`src/rtl/serial_to_parallel_receiver_pkg.sv`:
```
// Shared encodings and defaults for the serial-to-parallel receiver.
// Holds the FSM state type, the bit-order codes and the default word length.
package serial_to_parallel_receiver_pkg;

    localparam int DEFAULT_WIDTH = 4;

    typedef enum logic {
        ST_IDLE = 1'b0,
        ST_RECV = 1'b1
    } state_e;

    localparam logic DIR_LSB_FIRST = 1'b0;
    localparam logic DIR_MSB_FIRST = 1'b1;

endpackage

```
`src/rtl/deser_shift_core.sv`:
```
// Shift register plus bit counter for the receiver.
// Exposes the combinational next word and a flag marking the frame's final bit.
module deser_shift_core
    import serial_to_parallel_receiver_pkg::*;
#(
    parameter int WIDTH = DEFAULT_WIDTH,
    parameter int CNT_W = $clog2(WIDTH)
) (
    input  logic             clk,
    input  logic             clear,
    input  logic             shift_en,
    input  logic             dir,
    input  logic             restart,
    input  logic             ser_in,
    output logic [WIDTH-1:0] next_word,
    output logic             last_bit
);

    localparam logic [CNT_W-1:0] LAST_CNT = CNT_W'(WIDTH - 1);

    logic [WIDTH-1:0] sh_q;
    logic [WIDTH-1:0] sh_base;
    logic [CNT_W-1:0] cnt_q;
    logic [CNT_W-1:0] cnt_base;
    logic [CNT_W-1:0] cnt_d;

    // A restart discards the partial frame before the current bit is shifted in.
    always_comb begin
        sh_base  = restart ? '0 : sh_q;
        cnt_base = restart ? '0 : cnt_q;
        next_word = sh_base;
        if (shift_en) begin
            if (dir == DIR_MSB_FIRST) begin
                next_word = {sh_base[WIDTH-2:0], ser_in};
            end else begin
                next_word = {ser_in, sh_base[WIDTH-1:1]};
            end
        end
        last_bit = shift_en && (cnt_base == LAST_CNT);
        cnt_d    = cnt_base;
        if (shift_en) begin
            cnt_d = last_bit ? '0 : cnt_base + CNT_W'(1);
        end
    end

    always_ff @(posedge clk) begin
        if (clear) begin
            sh_q  <= '0;
            cnt_q <= '0;
        end else begin
            sh_q  <= next_word;
            cnt_q <= cnt_d;
        end
    end

endmodule

```
`src/rtl/serial_to_parallel_receiver.sv`:
```
// Serial link receiver: frames serial bits into WIDTH-bit words and presents
// them through a single-entry Valid/Ready buffer with a sticky overrun flag.
module serial_to_parallel_receiver
    import serial_to_parallel_receiver_pkg::*;
#(
    parameter int WIDTH = DEFAULT_WIDTH,
    parameter int CNT_W = $clog2(WIDTH)
) (
    input  logic             CLK,
    input  logic             Clear,
    input  logic             Start,
    input  logic             Dir,
    input  logic             SerValid,
    input  logic             SerIn,
    input  logic             Ready,
    output logic [WIDTH-1:0] Q,
    output logic             Valid,
    output logic             Busy,
    output logic             Overrun
);

    state_e           state_q;
    logic             dir_q;
    logic [WIDTH-1:0] q_q;
    logic             valid_q;
    logic             busy_q;
    logic             overrun_q;

    logic             shift_en;
    logic             eff_dir;
    logic [WIDTH-1:0] next_word;
    logic             last_bit;

    // Start samples Dir directly so a bit arriving alongside Start uses the new order.
    always_comb begin
        shift_en = SerValid && (Start || (state_q == ST_RECV));
        eff_dir  = Start ? Dir : dir_q;
    end

    deser_shift_core #(
        .WIDTH (WIDTH),
        .CNT_W (CNT_W)
    ) u_core (
        .clk       (CLK),
        .clear     (Clear),
        .shift_en  (shift_en),
        .dir       (eff_dir),
        .restart   (Start),
        .ser_in    (SerIn),
        .next_word (next_word),
        .last_bit  (last_bit)
    );

    always_ff @(posedge CLK) begin
        if (Clear) begin
            state_q   <= ST_IDLE;
            dir_q     <= DIR_LSB_FIRST;
            q_q       <= '0;
            valid_q   <= 1'b0;
            busy_q    <= 1'b0;
            overrun_q <= 1'b0;
        end else begin
            if (Start) begin
                state_q <= ST_RECV;
                busy_q  <= 1'b1;
                dir_q   <= Dir;
            end else if ((state_q == ST_RECV) && last_bit) begin
                state_q <= ST_IDLE;
                busy_q  <= 1'b0;
            end

            // A full buffer that is not being drained drops the new word.
            if (last_bit) begin
                if (!valid_q || Ready) begin
                    q_q     <= next_word;
                    valid_q <= 1'b1;
                end else begin
                    overrun_q <= 1'b1;
                end
            end else if (valid_q && Ready) begin
                valid_q <= 1'b0;
            end
        end
    end

    assign Q       = q_q;
    assign Valid   = valid_q;
    assign Busy    = busy_q;
    assign Overrun = overrun_q;

endmodule

```
`config.mk`:
```
export PLATFORM = sky130hd
export DESIGN_NAME = serial_to_parallel_receiver
export DESIGN_NICKNAME = d
export VERILOG_FILES = /design/src/rtl/serial_to_parallel_receiver_pkg.sv /design/src/rtl/deser_shift_core.sv /design/src/rtl/serial_to_parallel_receiver.sv
export SDC_FILE = /design/constraint.sdc
export NUM_CORES = 1
export LEC_CHECK = 0
export ABC_AREA = 1
export CAP_MARGIN = 20
export CELL_PAD_IN_SITES_DETAIL_PLACEMENT = 0
export CELL_PAD_IN_SITES_GLOBAL_PLACEMENT = 1
export CORE_MARGIN = 2
export CORE_UTILIZATION = 34
export DETAILED_ROUTE_END_ITERATION = 6
export GPL_TIMING_DRIVEN = 0
export PLACE_DENSITY = 0.76
export RECOVER_POWER = 25
export SLEW_MARGIN = 20
export SYNTH_ARGS = -nofsm -noshare
export SYNTH_HDL_FRONTEND = slang
export SYNTH_SLANG_ARGS = --single-unit
```
`constraint.sdc`:
```
create_clock -name CLK -period 1.7 [get_ports CLK]
set_input_delay 0.51 -clock CLK [delete_from_list [all_inputs] [get_ports CLK]]
set_output_delay 0.51 -clock CLK [all_outputs]
set_load 0.005 [all_outputs]
```
==> results of run 1 <==
[synth_stat cells, drive strengths merged]
cell / instances / area (um2)
dfxtp: 14 / 280
inv: 19 / 71.3
nand2: 24 / 90.1
o21ai: 7 / 35.0
ha: 1 / 12.5
a21oi: 8 / 40.0
clkbuf: 2 / 17.5
nor2: 17 / 87.6
nand3: 8 / 52.6
[routing by layer]
layer / track usage, % / part of all wire [%] / wire length [um] / vias to the layer above
met3: 2.76 / 3.8 / 49 / 4
met2: 22.6 / 47 / 603 / 11
met1: 16.6 / 48 / 621 / 261
met4: 5.71 / 1.6 / 21 / 0
met5: 0 / 0 / 0 / -
li1: - / - / - / 338
[registers in the layout, summed over array words and instances (netlist names)]
register,flops
Busy,1
Overrun,1
Q,4
Valid,1
dir_q,1
u_core.cnt_q,2
u_core.sh_q,4
[cell type report]
class	count	area [um2]	share of cell area (%)
multi-input cells	65	323	37.1
flip-flops and latches	14	280	32.2
inverters	19	71.3	8.20
clock buffers	3	22.5	2.59
plain buffers	2	17.5	2.01
well taps	27	33.8	3.88
repair buffers	12	121	14.0
[logic make-up (layout without fill, tap and decap cells)]
family / count (synthesis) / after routing / synth area share (%)
adder cells (fa/ha/maj): 1 / 1 / 1.82
AO/OA/AOI/OAI: 15 / 15 / 10.9
AND/OR/NAND/NOR: 49 / 49 / 33.5
buffers and inverters: 21 / 36 / 12.9
flip-flops: 14 / 14 / 40.8
[timing repair]
action	4_1_cts	5_1_grt
setup endpoints to repair	9	1
setup buffers	0	0
gates resized for setup	4	1
[report_power, final]
group	switching, mW	leakage, nW	internal, mW
clock network	0.105	0.0138	0.0821
logic	0.0473	0.277	0.0342
registers	0.00501	0.114	0.339
total	0.158	0.405	0.455
[stage by stage]
step	hold WS (ns)	setup WS, ns	cell area, um2	util (%)
6_report	0.488	0.0758	870	44.8
5_1_grt	0.511	0.0119	870	44.8
4_1_cts	0.493	0.0328	868	44.7
3_5_place_dp	0.466	-0.432	841	43.3
3_3_place_gp	0.457	-0.393	841	43.3
2_1_floorplan	0.463	0.292	687	-
[final timing paths]
path,to,slack (ns),depth (start not counted)
worst max-delay path,Overrun,0.08,1
worst min-delay path,Overrun,0.49,2
worst max register to register,Q[1],0.56,7
worst min register to register,Overrun,0.49,2
==> summary by stage, run 1 <==
Status
The flow ran to the end, and the final reports show no timing, DRC or antenna violations.

Pwr
The leakage power total is 0.405 nW. The overall power is about 0.61 mW. The largest vdd supply drop is ~0.00040 V.

For this design the ratio of total power to cell area is 704 mW/mm2.

Placed design
Summed over all nets, the half-perimeter wirelength after detailed placement is about 1 mm. After detailed placement, the design holds a cell count of between 100 and 150. The count of buffers added on input and output ports is 12. The final weighted congestion of routability-driven global placement is 0.730.

Synthesis
The mean post-synth cell area is ~6.9 um2. Synthesis produced a netlist with a net count of about 110. For this run, the register share of the synthesized area comes to 40.8%. In this run the cell area of the synthesized design comes to slightly below 700 um2.

The synthesized flop and latch total is 14. The number of distinct library cells after synthesis is 15. The count of mapped cells out of synthesis is 100. The Yosys step of the flow raised 0 warnings.

STA
Across the routed clock network, the largest skew measured is ~0.008 ns. The share of the cycle needed by the critical path after routing is ~96%. The setup total negative slack is 0 ns. The worst path in the final design needs a cycle of ~1.6 ns, including I/O delays and setup. The number of slew-limit violations in the final report is 0. The worst pin sits at a relative slew slack of 74.4%.

The number of setup violations in the final report is 0. The transition time at the pin with the least slew margin is between 0.3 and 0.4 ns. The hold violation total from the final report came to 0.

Setup repair after global routing left no endpoint under its margin. The fmax is a little over 0.6 GHz.

Setup path
The peak fanout along the critical path is 2. For this design, the slowest cell found on the critical path is sky130_fd_sc_hd__clkdlybuf4s50_1. The worst register-to-register path begins at Busy. The category of cells accounting for the largest share of critical-path delay is buffers and inverters. For the worst setup path, the data arrival time is about 1.1 ns. The critical path required time is around 1.2 ns. The buffering stage count on the worst path with inverters included is 1. The worst setup path is captured at an output port. The critical path class is flop to output port.

The type of element launching the critical path is a flop. The beginning of the critical path is Overrun. The longest individual stage delay on the worst path is 0.50 ns.

Walking the worst path, the cells encountered are clkdlybuf4s50_1.

Clock network
The clock latency reported for the late side of the worst-skew pair is around 0.28 ns. The TritonCTS buffer count is 3. TritonCTS built the clock tree.

After clock tree synthesis, the clock-pin slew on the worst setup and hold paths is ~0.09 ns. The depth of the CTS H-tree is 1. The clock net in this run drives a total of 14 sinks. The number of hold-repair buffers added at the cts stage is 0. The maximum number of buffers from clock root to sink is 2.

The cell at the root of the clock tree is sky130_fd_sc_hd__clkbuf_4.

Flow run
Across the run, the number of max-cap violations was 0.

Die
The floorplan has 16 rows. The floorplan die height is 48.9 um. The area inside the core boundary is 0.00194 mm2. The number of primary I/O pins is 14. The die footprint is 0.00240 mm2.

The starting density of the core is between 30% and 40%. Measured along the x axis, the die boundary spans a little under 50 um.

Detailed routing
The first TritonRoute pass finished after 2 iterations. After detailed routing, the number of vias per cell comes to 4.32. After detailed routing, the average wire length per cell comes to 9.13 um.

Across all layers, the routed design uses 614 vias. The detail route stage leaves a number of antenna-violating nets equal to 0. The total DRC errors in the routed layout is 0.

The first routing iteration left 6 violations. For this block, the routed nets add up to between 1 and 1.5 mm of wire.

GRT
The initial antenna violation count is 0. Summed over all layers, the global routing overflow is 0. The via count of the first global-routing pass came to 591.

The first global-routing pass estimated approximately 2.5 mm of wire. Global routing consumed, over all layers together, a little over an eighth of the routing resources. The maximum number of pins on one net before global-route repair is 11.

Layout
Leaving out fill and tap cells, the most frequent cell in the layout is sky130_fd_sc_hd__nand2_1. The post-route netlist has just under 8% of its cells at a drive strength greater than 1. Leaving out fill and tap cells, the most frequent cells in the layout are sky130_fd_sc_hd__nand2_1, sky130_fd_sc_hd__inv_1, sky130_fd_sc_hd__dfxtp_1, sky130_fd_sc_hd__nor2_1, sky130_fd_sc_hd__clkdlybuf4s50_1. The number of antenna diodes in the final layout is 0. The post-synthesis to final-layout area growth is 26.6%. The number of filler instances in the final layout is roughly 220.

The number of cells in the finished layout apart from fillers is ~140. The final layout contains between 100 and 150 nets.

Hold path
The class of the worst hold path is flop to flop. The worst min-delay path startpoint is Overrun.
No activity file was read; power rests on OpenSTA's default activity.
==> run 2, diff against run 1 <==
CTS_CLUSTER_SIZE = 14   (was unset)
==> results of run 2 <==
Final layout, timing and power as in run 1 (identical DEF).
